<file path="src/rtl/data_mem_bridge.sv">
// Bridges the single-cycle core's data-memory port to a multi-cycle req/ack bus.
// Stalls the core while a transfer is outstanding and flags bad or timed-out accesses.
module data_mem_bridge #(
    parameter int TIMEOUT_CYCLES = 16
) (
    input  logic        clk,
    input  logic        reset,
    input  logic        mem_read,
    input  logic        mem_write,
    input  logic [31:0] addr,
    input  logic [31:0] write_data,
    output logic [31:0] read_data,
    output logic        stall,
    output logic        fault,
    output logic        bus_req,
    output logic        bus_we,
    output logic [31:0] bus_addr,
    output logic [31:0] bus_wdata,
    input  logic [31:0] bus_rdata,
    input  logic        bus_ack
);

    localparam int CW = $clog2(TIMEOUT_CYCLES) + 1;
    localparam logic [CW-1:0] LAST_WAIT = CW'(TIMEOUT_CYCLES - 1);

    typedef enum logic [1:0] {
        IDLE = 2'd0,
        BUSY = 2'd1,
        DONE = 2'd2
    } state_t;

    state_t        state;
    logic [CW-1:0] wait_cnt;
    logic [31:0]   rdata_q;
    logic          access;
    logic          legal;
    logic          launch;
    logic          reject;

    assign access = mem_read | mem_write;
    assign legal  = (addr[1:0] == 2'b00) && !(mem_read && mem_write);
    assign launch = (state == IDLE) && access && legal;
    assign reject = (state == IDLE) && access && !legal;

    // The launch cycle must stall before the request register is set, hence combinational.
    assign stall     = launch || (state == BUSY);
    assign read_data = rdata_q;

    always_ff @(posedge clk) begin
        if (reset) begin
            state     <= IDLE;
            wait_cnt  <= '0;
            rdata_q   <= '0;
            fault     <= 1'b0;
            bus_req   <= 1'b0;
            bus_we    <= 1'b0;
            bus_addr  <= '0;
            bus_wdata <= '0;
        end else begin
            case (state)
                IDLE: begin
                    if (launch) begin
                        bus_addr  <= {addr[31:2], 2'b00};
                        bus_wdata <= write_data;
                        bus_we    <= mem_write;
                        bus_req   <= 1'b1;
                        wait_cnt  <= '0;
                        state     <= BUSY;
                    end else if (reject) begin
                        fault   <= 1'b1;
                        rdata_q <= '0;
                    end
                end
                BUSY: begin
                    if (bus_ack) begin
                        if (!bus_we) begin
                            rdata_q <= bus_rdata;
                        end
                        bus_req <= 1'b0;
                        state   <= DONE;
                    end else if (wait_cnt == LAST_WAIT) begin
                        // Abandon the transfer; a load returns zero rather than stale data.
                        fault   <= 1'b1;
                        rdata_q <= '0;
                        bus_req <= 1'b0;
                        state   <= DONE;
                    end else if (wait_cnt != {CW{1'b1}}) begin
                        wait_cnt <= wait_cnt + CW'(1);
                    end
                end
                DONE: begin
                    state <= IDLE;
                end
                default: begin
                    state <= IDLE;
                end
            endcase
        end
    end

endmodule

</file>
<file path="config.mk">
export PLATFORM = sky130hd
export DESIGN_NAME = data_mem_bridge
export DESIGN_NICKNAME = d
export VERILOG_FILES = /design/src/rtl/data_mem_bridge.sv
export SDC_FILE = /design/constraint.sdc
export NUM_CORES = 1
export LEC_CHECK = 0
export CELL_PAD_IN_SITES_DETAIL_PLACEMENT = 2
export CELL_PAD_IN_SITES_GLOBAL_PLACEMENT = 2
export CORE_ASPECT_RATIO = 2
export CORE_MARGIN = 8
export CORE_UTILIZATION = 24
export DETAILED_ROUTE_END_ITERATION = 10
export PLACE_DENSITY = 0.83
export SYNTH_ARGS = -nofsm -noshare
export SYNTH_HDL_FRONTEND = slang
export SYNTH_SLANG_ARGS = --single-unit
</file>
<file path="constraint.sdc">
create_clock -name clk -period 6.5 [get_ports clk]
set_input_delay 1.3 -clock clk [delete_from_list [all_inputs] [get_ports clk]]
set_output_delay 1.3 -clock clk [all_outputs]
set_load 0.1 [all_outputs]
</file>
==> summary.txt <==
Timing
  • Final Hold Viols: 0
  • Clock skew: 5.44 ps
  • Max_slew headroom: 14.6%
  • Setup TNS: 0 ps
  • WHS: 481 ps
  • Tcrit/Tclk final: 61.8%
  • Finish-stage setup viols: 0
  • Final worst setup slack: 2480 ps
  • Final Max Tran Viols: 0
  • RSZ-0062 raised after global routing: no
  • Peak Freq: 249 MHz
  • Worst Max-Slew Pin Slew: 1280 ps
  • Fin crit period: 4020 ps

Drt
  • Post-route ant nets: 0
  • Total wire length: 17700 um
  • Via count: 4264
  • Vias per cell: 5.11
  • First-pass DRT Iterations: 4
  • DRT iter0 DRCs: 117
  • DRC Markers: 0
  • Avg WL per Cell: 21.2 um

Flow run
  • Maximum capacitance violations: 0

Floorplanning
  • I/O pin count: 201
  • Core Box Area: 0.0168 mm2
  • Die H: 201 um
  • # rows: 67
  • Die area: 0.0217 mm2
  • Horiz. Die Dim: 108 um
  • Starting Density: 24.4%

Synth
  • Part of the Yosys area used for sequential elements: 50.9%
  • Synth async-reset ratio: 0%
  • Synth Instances: 459
  • Number of synthesized flops with an enable pin: 0
  • Cell Area, Synth: 0.00409 mm2
  • Syn_area_per_cell: 8.91 um2
  • Yosys warnings: 0
  • Post-synth cell types: 34
  • Prevailing post-synth register cell: dfxtp_1
  • Flops & latches, synth: 104

Critical path
  • Flop-to-flop setup slack: 4110 ps
  • Worst EP arrival: 2720 ps
  • CP Max Fanout: 5
  • Critical path class: in2out
  • Worst R2R End: wait_cnt[3]
  • CP Launch Type: primary input
  • Crit end category: output port
  • RR Startpoint: wait_cnt[0]
  • Worst-case reg-to-reg path depth: 6
  • CP required: 5200 ps
  • Critical path launch point: mem_write

Placed design
  • Port Buffers: 198
  • GPL Wtd Cong: 0.771
  • Placed Area: 0.00619 mm2
  • Dpl hpwl: 12700 um
  • Dpl ws: 2470 ps
  • DP Cell Count: 817

GRT
  • GRT Overall Usage: 16.2%
  • First-pass GRT wire length: 27300 um
  • GRT overflow: 0
  • Largest net degree at the start of global routing: 108
  • Vias in the first global route: 4910
  • Initial antenna violation count: 3

Finish
  • Nets@finish: 725
  • Fin util: 38.6%
  • Non-Filler Instances: 835
  • Most frequent cells in the layout: clkdlybuf4s50_1, dfxtp_1, a21oi_1
  • Layout cells sized above 1: 4.32%
  • Commonest non-fill, non-tap cell in the layout: clkdlybuf4s50_1
  • P&R area growth vs syn: 58.2%
  • Cell area after layout: 0.00647 mm2

Hold path
  • Hold EP: bus_wdata[0]
  • WHS Path Cells: 2
  • Hold path startpoint: bus_wdata[0]
  • Worst Hold Class: reg2reg

Clock network
  • CTS resizes: 0
  • H-tree depth: 3
  • Setup bufs post-CTS: 0
  • Clock root buffer master: clkbuf_16
  • Clock buffer depth: 2
  • Hold buffers post-CTS: 0
  • Clock Latency Late Sink: 350 ps
  • CTS clock-pin slew for the worst setup and hold paths: 70 ps
  • CTS tree: done
  • CTS buffer count: 9
  • Clock sink count: 104

Power and ir drop
  • Pwr Total: 1.54 mW
  • Worst VDD drop: 0.000119 V
  • Power density over the cells: 238 mW/mm2
  • Leak Pwr: 2.17 nW

Outcome
  • Status: completed
==> routing by layer <==
metal	share of wire, %	global-route usage, %	up-vias
li1	-	-	1987
met1	34	14.9	2091
met2	55	30.0	144
met3	5.7	3.73	42
met4	5.1	10.7	0
met5	0	0	-
==> cell type report <==
class | instances | area [um2]
clock inverters | 3 | 17.5
clock buffers | 12 | 256
inverters | 2 | 7.51
flip-flops and latches | 104 | 2080
diodes | 3 | 7.51
well taps | 207 | 259
repair buffers | 202 | 2010
multi-input cells | 302 | 1830
fillers | 1890 | 10300
==> cell families (layout without fill, tap and decap cells) <==
family,count (synthesis),in the layout,synth area share [%]
flip-flops,104,104,50.9
other,1,5,0.0917
AO/OA/AOI/OAI,172,172,25.5
adder cells (fa/ha/maj),3,3,0.918
XOR/XNOR,2,2,0.428
AND/OR/NAND/NOR,121,121,16.3
buffers and inverters,54,219,5.32
multiplexers,2,2,0.520
==> cell usage after synthesis (3+ instances only) <==
library cell  count  area [um2]
nor2_1            3        11.3
clkbuf_1         44         165
or4_1             3        22.5
nand2_1           3        11.3
ha_1              3        37.5
buf_2             5        25.0
o21ai_0          65         325
a21oi_1          67         335
a32o_1           32         320
nand3_1          65         325
nor2b_1          35         219
nor3_1            3        15.0
nand2b_1          3        18.8
dfxtp_1         104        2080
==> registers in the layout, summed over array words and instances (netlist names) <==
name	cells
read_data	32
bus_wdata	32
bus_req	1
bus_we	1
state	2
wait_cnt	5
bus_addr	30
fault	1
==> where the power goes <==
| group | switching [mW] | internal, mW | total [mW] |
|---|---|---|---|
| sequential | 0.0105 | 0.656 | 0.666 |
| clock | 0.246 | 0.278 | 0.524 |
| combinational | 0.242 | 0.104 | 0.347 |
==> worst max-delay path, cell delays in order <==
cell	delay, ps
clkdlybuf4s50_1	710
xor2_4	180
nand2_1	110
nand2_1	110
buf_4	300
==> worst max-delay path by stage <==
stage	to	cells after the start
final	stall	5
after detailed placement	stall	5
after floorplan	stall	5
after global routing	stall	5
after CTS	stall	5
after global placement	stall	5
No activity file was read; power rests on OpenSTA's default activity.
